<file path="src/rtl/addrreg_arbiter.sv">
// Round-robin owner of a shared 16-bit address register: LOAD one cycle, then LEN beats with INC between them.
// First beat two cycles after the REQ sample; WAIT holds the current beat with the bus still asserted.
module addrreg_arbiter #(
   parameter int LEN_WIDTH = 8
) (
   input  logic                 CLK,
   input  logic                 RST,
   input  logic                 REQ0,
   input  logic                 REQ1,
   input  logic [15:0]          ADDR0,
   input  logic [15:0]          ADDR1,
   input  logic [LEN_WIDTH-1:0] LEN0,
   input  logic [LEN_WIDTH-1:0] LEN1,
   input  logic                 WAIT,
   output logic                 GNT0,
   output logic                 GNT1,
   output logic                 BEAT,
   output logic                 DONE,
   output logic                 ADDR_LOAD_bar,
   output logic                 ADDR_INC,
   output logic                 ADDR_ASSERT_bar,
   output logic [15:0]          LOAD_VALUE
);

   localparam logic [1:0] S_IDLE  = 2'd0;
   localparam logic [1:0] S_LOAD  = 2'd1;
   localparam logic [1:0] S_BURST = 2'd2;

   localparam logic [LEN_WIDTH-1:0] ONE = {{(LEN_WIDTH-1){1'b0}}, 1'b1};

   logic [1:0]           state_q, state_d;
   logic                 owner_q, owner_d;
   logic                 last_q, last_d;
   logic [15:0]          addr_q, addr_d;
   logic [LEN_WIDTH-1:0] cnt_q, cnt_d;

   logic                 pick1;
   logic [LEN_WIDTH-1:0] len_sel;
   logic                 in_burst;
   logic                 last_beat;

   // Requester 1 wins when alone, or when both ask and 0 owned the previous burst.
   assign pick1     = REQ1 & (~REQ0 | ~last_q);
   assign len_sel   = pick1 ? LEN1 : LEN0;
   assign in_burst  = (state_q == S_BURST);
   assign last_beat = (cnt_q == ONE);

   assign BEAT            = in_burst & ~WAIT;
   assign DONE            = BEAT & last_beat;
   assign ADDR_INC        = BEAT & ~last_beat;
   assign GNT0            = (state_q != S_IDLE) & ~owner_q;
   assign GNT1            = (state_q != S_IDLE) & owner_q;
   assign ADDR_LOAD_bar   = (state_q != S_LOAD);
   assign ADDR_ASSERT_bar = ~in_burst;
   assign LOAD_VALUE      = (state_q == S_LOAD) ? addr_q : 16'h0000;

   always_comb begin
      state_d = state_q;
      owner_d = owner_q;
      last_d  = last_q;
      addr_d  = addr_q;
      cnt_d   = cnt_q;
      case (state_q)
         S_IDLE: begin
            if (REQ0 | REQ1) begin
               owner_d = pick1;
               addr_d  = pick1 ? ADDR1 : ADDR0;
               cnt_d   = (len_sel == '0) ? ONE : len_sel;
               state_d = S_LOAD;
            end
         end
         S_LOAD: state_d = S_BURST;
         S_BURST: begin
            if (!WAIT) begin
               cnt_d = cnt_q - ONE;
               if (last_beat) begin
                  last_d  = owner_q;
                  state_d = S_IDLE;
               end
            end
         end
         default: state_d = S_IDLE;
      endcase
   end

   always_ff @(posedge CLK or posedge RST) begin
      if (RST) begin
         state_q <= S_IDLE;
         owner_q <= 1'b0;
         last_q  <= 1'b1;
         addr_q  <= 16'h0000;
         cnt_q   <= '0;
      end else begin
         state_q <= state_d;
         owner_q <= owner_d;
         last_q  <= last_d;
         addr_q  <= addr_d;
         cnt_q   <= cnt_d;
      end
   end

endmodule

</file>
<file path="config.mk">
export PLATFORM = sky130hd
export DESIGN_NAME = addrreg_arbiter
export DESIGN_NICKNAME = d
export VERILOG_FILES = /design/src/rtl/addrreg_arbiter.sv
export SDC_FILE = /design/constraint.sdc
export NUM_CORES = 1
export LEC_CHECK = 0
export CAP_MARGIN = 20
export CORE_MARGIN = 10
export CORE_UTILIZATION = 37
export DETAILED_ROUTE_END_ITERATION = 10
export PLACE_DENSITY = 0.76
export SYNTH_ARGS = -nofsm -noshare
export SYNTH_HDL_FRONTEND = slang
export SYNTH_SLANG_ARGS = --single-unit
</file>
<file path="constraint.sdc">
create_clock -name CLK -period 1.5 [get_ports CLK]
set_input_delay 0.225 -clock CLK [delete_from_list [all_inputs] [get_ports CLK]]
set_output_delay 0.225 -clock CLK [all_outputs]
set_load 0.005 [all_outputs]
</file>
Yosys cells after proc, flatten, opt, wreduce, memory -nomap -nowiden
Cells that the tools add are included.
W data, S select, Z words.
{ "word_totals": {"input_bits": 53, "wordCells": 46, "out_inout_bits": 23, "register_bits": 28} }
{ "op_classes": {"add_sub_neg": 1, "n_reduce_logical": 8, "n_bitwise": 14, "muxes": 11, "eq_ne": 7} }
{ "op_table": {"columns": ["op", "count"], "rows": [
  ["$mux W16", 2],
  ["$mux W8", 4],
  ["$pmux W8 S2", 1],
  ["$reduce_and A3 Y1", 3],
  ["$eq A8 B1 Y1 const B", 1],
  ["$logic_not A8 Y1", 1],
  ["$sub A8 B1 Y8 const B", 1],
  ["$and A1 B1 Y1", 6],
  ["$mux W2", 3],
  ["$not A1 Y1", 6],
  ["$pmux W2 S3", 1],
  ["$ne A2 B1 Y1 const B", 2],
  ["$ne A2 B2 Y1 const B", 2],
  ["$reduce_bool A2 Y1", 2],
  ["$eq A2 B1 Y1 const B", 1],
  ["$eq A2 B2 Y1 const B", 1],
  ["$logic_not A2 Y1", 1],
  ["$or A1 B1 Y1", 2],
  ["$reduce_and A2 Y1", 1]
]} }

Logic depth before layout (Yosys ltp)
Gate-level depths: netlist (run 1).
{ "logic_depth": {"ltp_word": 8, "ltp_mapped": 6, "ltp_nobuf": 6} }

Least setup slack after synthesis (run 1)
No wires, ideal clock.
{ "synth_timing": {"path_type": "reg2reg", "from": "reg cnt_q[3]", "to": "reg last_q", "arrival_ns": 1.402, "setup_ns": 0.085, "path_stages_with_launch": 5, "required_ns": 1.415, "slack_ns": 0.013, "synth_period_minus_slack_ns": 1.487, "n_path_buf": 0, "cell_sequence": "dfrtp_1 nor4_2 nand4bb_1 nor2_1 mux2_1"} }
{ "synth_via": {"elab_chain_cells": 2} }
{ "synth_lines": {"columns": ["element", "line", "rtl"], "rows": [
  ["start: declaration", "35", "logic [LEN_WIDTH-1:0] cnt_q, cnt_d;"],
  ["start signal: assignment", "98", "cnt_q <= cnt_d;"],
  ["$eq A8 B1 Y1", "46", "assign last_beat = (cnt_q == ONE);"],
  ["$reduce_and A3 Y1 (no line)", null, null],
  ["end signal: assignment", "96", "last_q <= last_d;"],
  ["end: declaration", "33", "logic last_q, last_d;"]
]} }
No other way between the ends.
A chain may end at the register's enable or synchronous reset.

Worst setup path in the final report (run 1)
{ "layout_timing": {"from": "reg cnt_q[6]", "to": "out ADDR_INC"} }
{ "layout_via": {"elab_chain_cells": 3} }
{ "layout_lines": {"columns": ["element", "line", "rtl"], "rows": [
  ["$eq A8 B1 Y1", "46", null],
  ["$not A1 Y1", "50", "assign ADDR_INC = BEAT & ~last_beat;"],
  ["$and A1 B1 Y1", "50", null],
  ["end: declaration", "20", "output logic ADDR_INC,"]
]} }
No other way between the ends.

==> results of run 1 <==
layout by cell type (no fill, tap or decap), drive strengths merged, types with 3 or more instances in the layout:
cell type      instances
a211oi                 3
a21oi                  7
a31oi                 16
and2                  17
and2b                  4
buf                   86
clkbuf                 5
clkdlybuf4s50         50
dfrtp                 27
inv                    6
nand2                 39
nor2                  24
nor3                   6
nor4                   4
o21ai                  5
layout make-up:
| cell class | count | area (um^2) | share of cell area |
|---|---|---|---|
| tap | 52 | 65.1 | 0.0190 |
| timing repair buffer | 139 | 1420 | 0.415 |
| multi-input combinational | 157 | 1150 | 0.335 |
| inverter | 7 | 36.3 | 0.0106 |
| clock buffer | 4 | 55.1 | 0.0160 |
| sequential | 28 | 703 | 0.205 |
Yosys cell counts:
cell,count
nor3b_2,1
a211oi_1,3
clkinv_1,1
nand4bb_1,1
a21boi_1,1
ha_1,2
o31ai_1,1
mux2_1,1
nand3_1,2
o21ai_2,1
nor2_1,24
dfrtp_1,27
a22o_1,2
a32oi_1,2
and2_1,17
o211ai_1,2
nand2_1,39
nand3b_1,1
nor2b_1,2
inv_1,6
o22a_1,2
buf_4,1
or3b_4,1
mux2i_1,2
o21ai_0,4
a21oi_1,7
o21ba_2,1
dfstp_2,1
buf_2,5
nor3b_1,1
a31oi_1,16
mux2_2,1
nor4_2,1
and2b_2,2
a21bo_1,1
a211o_2,1
clkbuf_1,2
nand4b_1,1
nor4_1,3
and3_1,1
o22ai_1,1
nor3_1,6
final timing paths:
| kind | start | end | cells past startpoint |
|---|---|---|---|
| max | cnt_q[6] | ADDR_INC | 5 |
| min | RST | cnt_q[7] | 3 |
| max reg2reg | state_q[1] | cnt_q[6] | 8 |
| min reg2reg | addr_q[4] | addr_q[4] | 2 |
| max in group asynchronous | RST | last_q | 3 |
| min in group CLK | ADDR1[3] | addr_q[3] | 3 |
cells by family (layout without fill, tap and decap cells):
logic type | Yosys count | in the layout | share of synthesized area
mux | 4 | 4 | 0.0258
flops | 28 | 28 | 0.425
simple gates | 103 | 105 | 0.309
compound gates | 45 | 46 | 0.185
fa+ha+maj | 2 | 2 | 0.0152
buf+inv | 15 | 150 | 0.0402
routing by layer:
| metal | part of all wire | GRT usage | vias to the layer above |
|---|---|---|---|
| met2 | 0.50 | 0.302 | 94 |
| met1 | 0.38 | 0.196 | 995 |
| li1 | - | - | 982 |
| met4 | 0.043 | 0.0589 | 0 |
| met5 | 0 | 0 | - |
| met3 | 0.071 | 0.0413 | 30 |
worst min-delay path, cell delays in order:
cell and delay [ns]:
clkdlybuf4s50_1 0.40, inv_1 0.05, buf_4 0.33
what timing repair did:
action	4_1_cts	5_1_grt
cloned	5	1
hold buffers	0	0
resized for setup	148	72
setup endpoints to repair	36	51
pin swaps	25	23
setup buffers	24	6
metrics by stage:
stage	hold slack [ns]	cells	TNS, ns	worst slack (ns)	power [W]
final	0.317	387	-6.05	-0.314	0.00635
after global routing	0.393	387	-9.03	-0.384	0.00672
after CTS	0.320	382	-4.73	-0.315	0.00538
after detailed placement	0.532	350	-9.24	-0.500	0.00395
after global placement	0.518	350	-9.41	-0.462	0.00390
after floorplan	0.290	197	0	0.0128	0.00258
power breakdown:
part	leakage, nW	internal, W	switching (W)
combinational	1.18	0.00261	0.00186
sequential	0.319	0.00114	0.000269
clock	0.0288	0.000235	0.000243
sequential cells by signal, indices dropped and copies added (netlist names):
register,flops
addr_q,16
last_q,1
owner_q,1
state_q,2
cnt_q,8
==> impl_results.md, run 1 <==
- Outcome: complete, but fails checks
- Failing checks: negative setup slack
- Core ar.: about 4300 um^2
- Netlist cell types: 42
- Clock Path Buffers: 2
- Final nets: 391
- Syn nets: approximately 250
- Synthesized instance count: approximately 200
- Post-Syn Area: ~1700 um^2
- Placed instance area: approximately 2700 um^2
- Remaining DRCs: 0
- CP Cell Sequence: nor4_4 > nand4bb_1 > buf_4 > and2_4 > buf_6
- DRT Wirelength: just over 7000 um
- FILL cells: about 270
- CTS tree: built
- H-tree Lvls: 1
- Min Clock Period, post-route: approximately 1.8 ns
- CTS sink cnt: 28
- Setup-failing EPs final: 48
- Standard-cell rows: 24
- CP endpoint kind: primary output
- GRT Residual Overflow: 0
- First-pass GRT wire length: around 11000 um
- Crit path DAT: 1.59 ns
- Yosys reg bits: 28
- Die Y: around 87 um
- Crit share post-route: 1.21
- Chip width: between 80 and 90 um
- Slowest-stage cell, CP: dfrtp_1
- Fin Clk Skew: ~0.011 ns
- Maximum VDD drop: ~0.0011 V
- Total track usage: 0.171
- Crit path max fanout: 2
- Reg clk slew, reported paths: approximately 0.1 ns
- DR iter-0 viols: between 100 and 150
- Max-cap violation count: 0
- Dpl hpwl: about 4300 um
- Syn_area_per_cell: between 8 and 9 um^2
- PortBufs: 75
- Area growth, synth to finish: 108%
- Routed WL per cell: 18.8 um
- Diode count: 0
- Slowest Stage Delay on Critical Path: roughly 0.43 ns
- Seq/Total Area, Yosys: 0.425
- Top cells by area, synth: dfrtp_1 (41%), nand2_1 (8.9%), and2_1 (6.4%)
- Crit path required time: around 1.3 ns
- Initial antenna violation count: 0
- Startpoint types: flip-flop
- Vias per cell: ~5.4
- Die area: 7530 um^2
- Vias in the first global route: between 2000 and 2500
- Hold Fails Final Rpt: 0
- Crit path buf inv count: 2
- Slew headroom: 0.648
- Via count: 2101
- Initial Utilization: 0.382
- Power Dens Cells: roughly 1900 nW/um^2
- Worst slew pin tran: 0.523 ns
- Core Util, Final: 0.794
- Static Leak: 1.53 nW
- Drt pass-1 iters: 4
- Antenna Nets Post-Route: 0
- Largest net degree at the start of global routing: 29
- Hold Path Class: in -> async
- Synth Warn #: 0
- Post-synth top area cell: dfrtp_1
- Io pins: between 70 and 80
- Post-synth top area share: 0.409
- CTS Buf Count: 3
- Final instance area: 3430 um^2
- Crit path max-delay family: simple AND/OR/NAND/NOR gates
- Skew-Pair Late Insertion Delay: 0.28 ns
- Max-slew violations: 0
- Proportion of layout cells with a drive suffix above 1: 0.451
- Clock root cell: clkbuf_8
- R2r setup slk: -0.22 ns
- Final worst slack: -0.314 ns
- RSZ-0062 raised after global routing: true
- FMAX: 551 MHz
- RePlAce Congestion: approximately 1.0
- Critical path class: reg -> out
Note: power is estimated with default switching activity, not from simulation.
==> inputs of run 2 (changes only) <==
--- a/config.mk
+++ b/config.mk
@@ -9,6 +9,7 @@
 export CORE_MARGIN = 10
 export CORE_UTILIZATION = 37
 export DETAILED_ROUTE_END_ITERATION = 10
+export HOLD_SLACK_MARGIN = 0.08
 export PLACE_DENSITY = 0.76
 export SYNTH_ARGS = -nofsm -noshare
 export SYNTH_HDL_FRONTEND = slang
==> results of run 2 <==
No change in the layout: final DEF, timing and power equal those of run 1.
==> inputs of run 3 (changes only) <==
--- a/config.mk
+++ b/config.mk
@@ -11,6 +11,7 @@
 export DETAILED_ROUTE_END_ITERATION = 10
 export HOLD_SLACK_MARGIN = 0.08
 export PLACE_DENSITY = 0.76
+export SLEW_MARGIN = 20
 export SYNTH_ARGS = -nofsm -noshare
 export SYNTH_HDL_FRONTEND = slang
 export SYNTH_SLANG_ARGS = --single-unit
==> results of run 3 <==
No change in the layout: final DEF, timing and power equal those of run 1.
